### src/rtl/lsu_mem_ctrl_if.sv
// Request / response / memory bus bundle for the load/store unit.
// slave: the LSU itself. master: the core execute stage plus the memory.
interface lsu_mem_ctrl_if;
  logic        req_valid;
  logic        req_ready;
  logic        req_we;
  logic [2:0]  req_funct3;
  logic [31:0] req_addr;
  logic [31:0] req_wdata;
  logic        rsp_valid;
  logic        rsp_ready;
  logic [31:0] rsp_rdata;
  logic        rsp_err;
  logic [31:0] mem_addr;
  logic        mem_rw;
  logic        mem_wr;
  logic [31:0] mem_wdata;
  logic [31:0] mem_rdata;

  modport slave (
    input  req_valid, req_we, req_funct3, req_addr, req_wdata, rsp_ready, mem_rdata,
    output req_ready, rsp_valid, rsp_rdata, rsp_err, mem_addr, mem_rw, mem_wr, mem_wdata
  );

  modport master (
    output req_valid, req_we, req_funct3, req_addr, req_wdata, rsp_ready, mem_rdata,
    input  req_ready, rsp_valid, rsp_rdata, rsp_err, mem_addr, mem_rw, mem_wr, mem_wdata
  );
endinterface

### src/rtl/lsu_mem_ctrl.sv
// Load/store unit: one byte-addressed request at a time, checked for
// alignment/region, turned into word accesses (read-modify-write for
// sub-word stores) with extracted and extended load data.
module lsu_mem_ctrl #(
  parameter logic [15:0] DATA_BASE   = 16'h0800,
  parameter int unsigned DEPTH_WORDS = 128,
  parameter int unsigned IDX_W       = 12
) (
  input  logic          clk,
  input  logic          rst_n,
  lsu_mem_ctrl_if.slave bus
);

  typedef enum logic [2:0] {IDLE, RD, RWAIT, WR, RESP} state_t;

  state_t      state_q, state_d;
  logic        we_q;
  logic [2:0]  f3_q;
  logic [31:0] addr_q;
  logic [31:0] wdata_q;   // store data on accept, merged word after RWAIT
  logic [31:0] rdata_q;
  logic        err_q;

  logic        req_err;
  logic [31:0] load_ext;
  logic [31:0] merged;
  logic [7:0]  byte_v;
  logic [15:0] half_v;
  logic        unused_addr;

  assign unused_addr = ^addr_q[15:IDX_W+2];

  // Legality of the incoming request: funct3, alignment, region and index.
  always_comb begin
    req_err = 1'b0;
    case (bus.req_funct3)
      3'b000, 3'b100: req_err = 1'b0;
      3'b001, 3'b101: req_err = bus.req_addr[0];
      3'b010:         req_err = (bus.req_addr[1:0] != 2'b00);
      default:        req_err = 1'b1;
    endcase
    if (bus.req_we && bus.req_funct3[2])
      req_err = 1'b1;
    if (bus.req_addr[31:16] != DATA_BASE)
      req_err = 1'b1;
    if (32'(bus.req_addr[IDX_W+1:2]) >= DEPTH_WORDS)
      req_err = 1'b1;
  end

  // Lane extraction for loads and lane merge for sub-word stores.
  always_comb begin
    byte_v   = bus.mem_rdata[{addr_q[1:0], 3'b000} +: 8];
    half_v   = bus.mem_rdata[{addr_q[1], 4'b0000} +: 16];
    load_ext = bus.mem_rdata;
    case (f3_q)
      3'b000:  load_ext = {{24{byte_v[7]}}, byte_v};
      3'b100:  load_ext = {24'h000000, byte_v};
      3'b001:  load_ext = {{16{half_v[15]}}, half_v};
      3'b101:  load_ext = {16'h0000, half_v};
      default: load_ext = bus.mem_rdata;
    endcase
    merged = bus.mem_rdata;
    if (f3_q[1:0] == 2'b00)
      merged[{addr_q[1:0], 3'b000} +: 8] = wdata_q[7:0];
    else if (f3_q[1:0] == 2'b01)
      merged[{addr_q[1], 4'b0000} +: 16] = wdata_q[15:0];
    else
      merged = wdata_q;
  end

  // Next-state selection; SW skips the read, sub-word stores read first.
  always_comb begin
    state_d = state_q;
    case (state_q)
      IDLE: begin
        if (bus.req_valid) begin
          if (req_err)
            state_d = RESP;
          else if (bus.req_we && bus.req_funct3[1:0] == 2'b10)
            state_d = WR;
          else
            state_d = RD;
        end
      end
      RD:      state_d = RWAIT;
      RWAIT:   state_d = we_q ? WR : RESP;
      WR:      state_d = RESP;
      RESP:    state_d = bus.rsp_ready ? IDLE : RESP;
      default: state_d = IDLE;
    endcase
  end

  // State register.
  always_ff @(posedge clk or negedge rst_n) begin
    if (!rst_n)
      state_q <= IDLE;
    else
      state_q <= state_d;
  end

  // Request latch and response/write-data registers.
  always_ff @(posedge clk or negedge rst_n) begin
    if (!rst_n) begin
      we_q    <= 1'b0;
      f3_q    <= '0;
      addr_q  <= '0;
      wdata_q <= '0;
      rdata_q <= '0;
      err_q   <= 1'b0;
    end else begin
      case (state_q)
        IDLE: begin
          if (bus.req_valid) begin
            we_q    <= bus.req_we;
            f3_q    <= bus.req_funct3;
            addr_q  <= bus.req_addr;
            wdata_q <= bus.req_wdata;
            rdata_q <= '0;
            err_q   <= req_err;
          end
        end
        RWAIT: begin
          if (we_q)
            wdata_q <= merged;
          else
            rdata_q <= load_ext;
        end
        default: ;
      endcase
    end
  end

  assign bus.req_ready = (state_q == IDLE);
  assign bus.rsp_valid = (state_q == RESP);
  assign bus.rsp_rdata = rdata_q;
  assign bus.rsp_err   = err_q;
  assign bus.mem_rw    = (state_q == RD);
  assign bus.mem_wr    = (state_q == WR);
  assign bus.mem_wdata = wdata_q;
  assign bus.mem_addr  = {addr_q[31:16], 16'(addr_q[IDX_W+1:2])};

endmodule

### src/flat_wrapper.sv
// flat-port wrapper written by rule: the top's interface ports become plain ports
module lsu_mem_ctrl_flat 
#(
  parameter logic [15:0] DATA_BASE   = 16'h0800,
  parameter int unsigned DEPTH_WORDS = 128,
  parameter int unsigned IDX_W       = 12
)
  (clk, rst_n, bus_req_valid, bus_req_we, bus_req_funct3, bus_req_addr, bus_req_wdata, bus_rsp_ready, bus_mem_rdata, bus_req_ready, bus_rsp_valid, bus_rsp_rdata, bus_rsp_err, bus_mem_addr, bus_mem_rw, bus_mem_wr, bus_mem_wdata);
  lsu_mem_ctrl_if bus_i ();
  input  logic clk;
  input  logic rst_n;
  input wire logic [$bits(bus_i.req_valid)-1:0] bus_req_valid;
  input wire logic [$bits(bus_i.req_we)-1:0] bus_req_we;
  input wire logic [$bits(bus_i.req_funct3)-1:0] bus_req_funct3;
  input wire logic [$bits(bus_i.req_addr)-1:0] bus_req_addr;
  input wire logic [$bits(bus_i.req_wdata)-1:0] bus_req_wdata;
  input wire logic [$bits(bus_i.rsp_ready)-1:0] bus_rsp_ready;
  input wire logic [$bits(bus_i.mem_rdata)-1:0] bus_mem_rdata;
  output wire logic [$bits(bus_i.req_ready)-1:0] bus_req_ready;
  output wire logic [$bits(bus_i.rsp_valid)-1:0] bus_rsp_valid;
  output wire logic [$bits(bus_i.rsp_rdata)-1:0] bus_rsp_rdata;
  output wire logic [$bits(bus_i.rsp_err)-1:0] bus_rsp_err;
  output wire logic [$bits(bus_i.mem_addr)-1:0] bus_mem_addr;
  output wire logic [$bits(bus_i.mem_rw)-1:0] bus_mem_rw;
  output wire logic [$bits(bus_i.mem_wr)-1:0] bus_mem_wr;
  output wire logic [$bits(bus_i.mem_wdata)-1:0] bus_mem_wdata;
  assign bus_i.req_valid = bus_req_valid;
  assign bus_i.req_we = bus_req_we;
  assign bus_i.req_funct3 = bus_req_funct3;
  assign bus_i.req_addr = bus_req_addr;
  assign bus_i.req_wdata = bus_req_wdata;
  assign bus_i.rsp_ready = bus_rsp_ready;
  assign bus_i.mem_rdata = bus_mem_rdata;
  assign bus_req_ready = bus_i.req_ready;
  assign bus_rsp_valid = bus_i.rsp_valid;
  assign bus_rsp_rdata = bus_i.rsp_rdata;
  assign bus_rsp_err = bus_i.rsp_err;
  assign bus_mem_addr = bus_i.mem_addr;
  assign bus_mem_rw = bus_i.mem_rw;
  assign bus_mem_wr = bus_i.mem_wr;
  assign bus_mem_wdata = bus_i.mem_wdata;
  lsu_mem_ctrl #(.DATA_BASE(DATA_BASE), .DEPTH_WORDS(DEPTH_WORDS), .IDX_W(IDX_W)) u_core (.clk(clk), .rst_n(rst_n), .bus(bus_i));
endmodule
### config.mk
export PLATFORM = sky130hd
export DESIGN_NAME = lsu_mem_ctrl_flat
export DESIGN_NICKNAME = d
export VERILOG_FILES = /design/src/rtl/lsu_mem_ctrl_if.sv /design/src/rtl/lsu_mem_ctrl.sv /design/src/flat_wrapper.sv
export SDC_FILE = /design/constraint.sdc
export NUM_CORES = 1
export LEC_CHECK = 0
export ABC_AREA = 1
export CORE_MARGIN = 4
export CORE_UTILIZATION = 40
export CTS_CLUSTER_SIZE = 25
export DETAILED_ROUTE_END_ITERATION = 8
export GPL_TIMING_DRIVEN = 0
export MAX_ROUTING_LAYER = met4
export PLACE_DENSITY = 0.72
export SYNTH_ARGS = -nofsm -noshare
export SYNTH_HDL_FRONTEND = slang
export SYNTH_SLANG_ARGS = --single-unit
### constraint.sdc
create_clock -name clk -period 6.4 [get_ports clk]
set_clock_uncertainty 0.15 [all_clocks]
set_input_delay 0.96 -clock clk [delete_from_list [all_inputs] [get_ports clk]]
set_output_delay 0.96 -clock clk [all_outputs]
set_load 0.005 [all_outputs]
Word-level counts from Yosys, hierarchy flattened --
Index checks and enable logic that the tools add are counted.
Cells by class: add/subtract/negate cells 2, magnitude comparators 1, equality and inequality tests 18, shift operators 6, multiplexer cells 21, reductions and logical operators 13
Operators with widths (count):
- $mux W32 | 6
- $pmux W32 S2 | 2
- $pmux W32 S4 | 1
- $bwmux W32 | 2
- $shift A16 B7 Y32 const A | 1
- $shift A8 B7 Y32 const A | 1
- $shiftx A16 B7 Y32 | 1
- $shiftx A32 B6 Y16 | 1
- $shiftx A32 B6 Y8 | 1
- $shiftx A8 B7 Y32 | 1
- $ne A16 B12 Y1 const B | 1
- $eq A3 B3 Y1 const B | 5
- $pmux W3 S5 | 1
- $neg A5 Y7 | 2
- $ge A12 B8 Y1 const B | 1
- $mux W3 | 4
- $eq A3 B1 Y1 const B | 3
- $eq A3 B2 Y1 const B | 3
- $logic_not A3 Y1 | 3
- $ne A2 B2 Y1 const B | 2
- $reduce_and A4 Y1 | 1
- $reduce_bool A2 Y1 | 2
- $reduce_or A2 Y1 | 2
- $mux W1 | 3
- 10 further kinds | 11
Word-level totals: bits in registers 104, bits of input ports 104, output and inout bits 101, word-level logic and storage cells 68

Depth between registers and ports, before layout --
word-level depth 9, depth in mapped cells 12

Least setup slack after synthesis --
Ideal clock, no wire load.
path kind register -> register, start register u_core.addr_q[1], end register u_core.wdata_q[0], in the netlist u_core.bus.mem_wdata[0], library setup time 121 ps, data arrival time 1828 ps, required time 6129 ps, path slack 4302 ps, cell stages (with the launch flop) 11, buffers on the path 3, cells stage by stage dfrtp_1 > inv_1 > buf_2 > buf_2 > ha_1 > clkbuf_1 > nor2_1 > o21ai_1 > o21ai_0 > nand2_1 > o21ai_1
On the way: longest elaborated chain between the ends 7
RTL lines:
- from (decl) | RTL line lsu_mem_ctrl.sv:19 | logic [31:0] addr_q;
- from (signal assigned) | RTL line lsu_mem_ctrl.sv:116 | addr_q <= bus.req_addr;
- $neg A5 Y7 | RTL line lsu_mem_ctrl.sv:66 | merged[{addr_q[1], 4'b0000} +: 16] = wdata_q[15:0];
- $shiftx A16 B7 Y32 or $shift A16 B7 Y32 (tied branches) | RTL line lsu_mem_ctrl.sv:66
- $bwmux W32 | RTL line lsu_mem_ctrl.sv:66
- $mux W32 | RTL line lsu_mem_ctrl.sv:65 | else if (f3_q[1:0] == 2'b01)
- $mux W32 (*) | RTL line lsu_mem_ctrl.sv:63 | if (f3_q[1:0] == 2'b00)
- $mux W32 (*) | RTL line lsu_mem_ctrl.sv:123 | if (we_q)
- $pmux W32 S2 (*) | RTL line lsu_mem_ctrl.sv:111 | case (state_q)
- to (signal assigned) | RTL line lsu_mem_ctrl.sv:117 | wdata_q <= bus.req_wdata;
- to (signal assigned) | RTL line lsu_mem_ctrl.sv:124 | wdata_q <= merged;
- to (decl) | RTL line lsu_mem_ctrl.sv:20 | logic [31:0] wdata_q;
Every way passes the cells marked *; elsewhere a longest branch is shown, timed or not. The select of a mux whose other input is x is not followed. A chain may end at the register's enable or synchronous reset.

Worst setup path in the final report --
start register u_core.addr_q[1], end register u_core.wdata_q[1], in the netlist u_core.bus.mem_wdata[1]
The elaborated chain is that of the path after synthesis.

==> impl_metrics.env <==
export IMPL_clk_pin_slew_ns=0.07
export IMPL_end_kind="register"
export IMPL_grt_pass1_vias=6341
export IMPL_initialDrtViolationCount=568
export IMPL_hold_viol=0
export IMPL_drtPass1Iterations=5
export IMPL_path_cells="inv_1, buf_2, buf_2, ha_1, clkbuf_1, nor2_1, o21ai_1, o21ai_0, nand2_1, o21ai_1"
export IMPL_mostFrequentLayoutCell="nand2_1"
export IMPL_clk_path_buf_depth=2
export IMPL_grt_max_degree=55
export IMPL_tightestPinTransition_ns=0.7209
export IMPL_die_area_mm2=0.01723
export IMPL_cts_setup_buffers=0
export IMPL_slew_headroom_pct=51.94
export IMPL_startpoint="u_core.addr_q[1]$_DFFE_PN0P_"
export IMPL_required_ns=6.48
export IMPL_synthDistinctLibCells=35
export IMPL_syn2layout_area_growth_pct=41.66
export IMPL_fin_nets=1187
export IMPL_yosysTopAreaCellShare_pct=42.01
export IMPL_path_class="reg2reg"
export IMPL_post_route_cells_drive_above_1_share_pct=9.234
export IMPL_grtUsageTotal_pct=25.21
export IMPL_synth_area_mm2=0.006076
export IMPL_fin_crit_sh_pct=43.60
export IMPL_slowest_stage="o21ai_1"
export IMPL_die_w_um=131.2
export IMPL_synth_top_area_cell="dfrtp_1"
export IMPL_postSynthCellCount=865
export IMPL_ant_nets=0
export IMPL_status="finished clean"
export IMPL_slew_violations=0
export IMPL_rows=44
export IMPL_synth_seq_cells=102
export IMPL_cts_root_buffer="clkbuf_16"
export IMPL_fin_setup_tns_ns=0
export IMPL_final_area_mm2=0.008607
export IMPL_vdd_drop_max_mv=0.1886
export IMPL_clockPowerShare_pct=16.6
export IMPL_leakagePower_uw=0.004214
export IMPL_hold_path_class="reg2reg"
export IMPL_dp_hpwl_um=16520
export IMPL_cts_resized=0
export IMPL_ys_seq_area_share_pct=42.01
export IMPL_boundaryPins=205
export IMPL_p_switching_uw=1267
export IMPL_place_area_mm2=0.008324
export IMPL_totalWireLength_um=21250
export IMPL_startpoint_type="register"
export IMPL_min_from="u_core.bus.rsp_rdata[24]$_DFFE_PN0P_"
export IMPL_portBuffers=198
export IMPL_vias_per_cell=5.119
export IMPL_clk_latency_ns=0.35
export IMPL_cts_sinks=102
export IMPL_place_congestion=0.9952
export IMPL_h_tree_depth=3
export IMPL_crit_path_max_incr_delay_ns=0.49
export IMPL_synth_area_per_cell_um2=7.024
export IMPL_r2r_start="u_core.addr_q[1]$_DFFE_PN0P_"
export IMPL_grt_pass1_wl_um=33850
export IMPL_internal_power_uw=1922
export IMPL_dp_cells=1251
export IMPL_crit_arrival_ns=2.87
export IMPL_die_h_um=131.2
export IMPL_layout_common_cells="nand2_1 (324), clkdlybuf4s50_1 (197), dfrtp_1 (102), o21ai_0 (68), a21oi_1 (65)"
export IMPL_gr_total_overflow=0
export IMPL_power_density_mw_per_mm2=370.5
export IMPL_wl_per_cell_um=16.76
export IMPL_start_util_pct=41.33
export IMPL_rsz0062_at_grt="no"
export IMPL_fmax_mhz=358.4
export IMPL_yosys_warnings=0
export IMPL_fin_crit_ns=2.790
export IMPL_fin_cells=1268
export IMPL_synth_area_leaders="dfrtp_1 (42%), nand2_1 (20%), o21ai_0 (5.6%)"
export IMPL_crit_fanout=12
export IMPL_ctsHoldBuffers=0
export IMPL_maxCapViolCount=0
export IMPL_drcViolationCount=0
export IMPL_pwr_share_seq_pct=31.5
export IMPL_cts_inserted_buffers=9
export IMPL_swShare_pct=39.74
export IMPL_setup_viol=0
export IMPL_core_area_mm2=0.01470
export IMPL_tritoncts="done"
export IMPL_antenna_found_initial=0
export IMPL_comb_power_share_pct=51.8
export IMPL_vias=6491
stage by stage:
stage          total power [µW]  hold slack [ns]  util [%]  setup WS, ns
6_report                   3189           0.3302     58.55         3.610
5_1_grt                    3418           0.3474     58.54         3.441
4_1_cts                    3189           0.3322     58.54         3.592
3_5_place_dp               2649           0.3145     56.63         3.559
3_3_place_gp               2629           0.3111     56.46        0.3199
2_1_floorplan              1895           0.3000         -         4.302
final cells by class:
class                           instances  area, µm²
Buffer                                 74      442.9
Clock buffer                           14      264.0
Sequential cell                       102       2552
Multi-Input combinational cell        623       2833
Tap cell                              184      230.2
Timing Repair Buffer                  199       2007
Inverter                               69      259.0
Fill cell                            1385       6092
Antenna cell                            1      2.502
Clock inverter                          2      16.27
logic make-up (layout without fill, tap and decap cells):
logic type               Yosys count  in the layout  synth area share [%]
other                              1              5               0.06172
adder cells (fa/ha/maj)            5              5                 1.030
AND/OR/NAND/NOR                  447            447                 30.73
buffers and inverters            143            358                 11.55
flip-flops                       102            102                 42.01
AO/OA/AOI/OAI                    167            167                 14.62
power by group through the flow:
stage                     Sequential, µW  Combinational (µW)  Clock (µW)
after floorplan                      987                 908           0
after global placement              1010                1620           0
after detailed placement            1010                1640           0
after CTS                           1010                1640         539
after global routing                1030                1820         569
final                               1010                1650         530
sequential cells by signal, indices dropped and copies added, names as in the netlist:
name and count:
u_core.bus.rsp_err 1, u_core.we_q 1, u_core.bus.rsp_rdata 32, u_core.f3_q 3, u_core.bus.mem_wdata 32, u_core.addr_q 30
u_core.state_q 3
metal layers:
metal / GRT usage [%] / wire length (µm) / vias to the layer above
met5: - / 0 / -
met1: 32.45 / 9003 / 2987
met3: 7.263 / 2182 / 38
met4: 7.118 / 451 / 0
met2: 39.11 / 9615 / 313
li1: - / - / 3153
worst max-delay path, delay by kind of cell, from the launching register on:
family	cells	cell delay (ns)
compound gates	3	0.77
fa+ha+maj	1	0.19
buf+inv	4	0.91
flops	1	0.45
simple gates	2	0.22
final timing paths:
| check | slack, ns | depth (start not counted) | endpoint |
|---|---|---|---|
| max in group asynchronous | 4.88 | 2 | u_core.state_q[1]$_DFFE_PN0P_ |
| setup / recovery | 3.61 | 10 | u_core.bus.mem_wdata[1]$_DFFE_PN0P_ |
| min in group asynchronous | 0.52 | 1 | u_core.bus.mem_wdata[17]$_DFFE_PN0P_ |
| setup reg to reg | 3.61 | 10 | u_core.bus.mem_wdata[1]$_DFFE_PN0P_ |
| hold reg to reg | 0.33 | 2 | u_core.bus.rsp_rdata[24]$_DFFE_PN0P_ |
| hold / removal | 0.33 | 2 | u_core.bus.rsp_rdata[24]$_DFFE_PN0P_ |
cell usage after synthesis (all sizes together):
cell type	instances
a21oi	65
and2	2
buf	58
clkbuf	16
conb	1
dfrtp	102
ha	5
inv	69
nand2	328
nand3	40
nand4	4
nor2	60
nor3	4
o2111ai	1
o211ai	7
o21a	2
o21ai	77
o221ai	1
o22ai	14
or2	9
(Power assumes the default switching activity.)
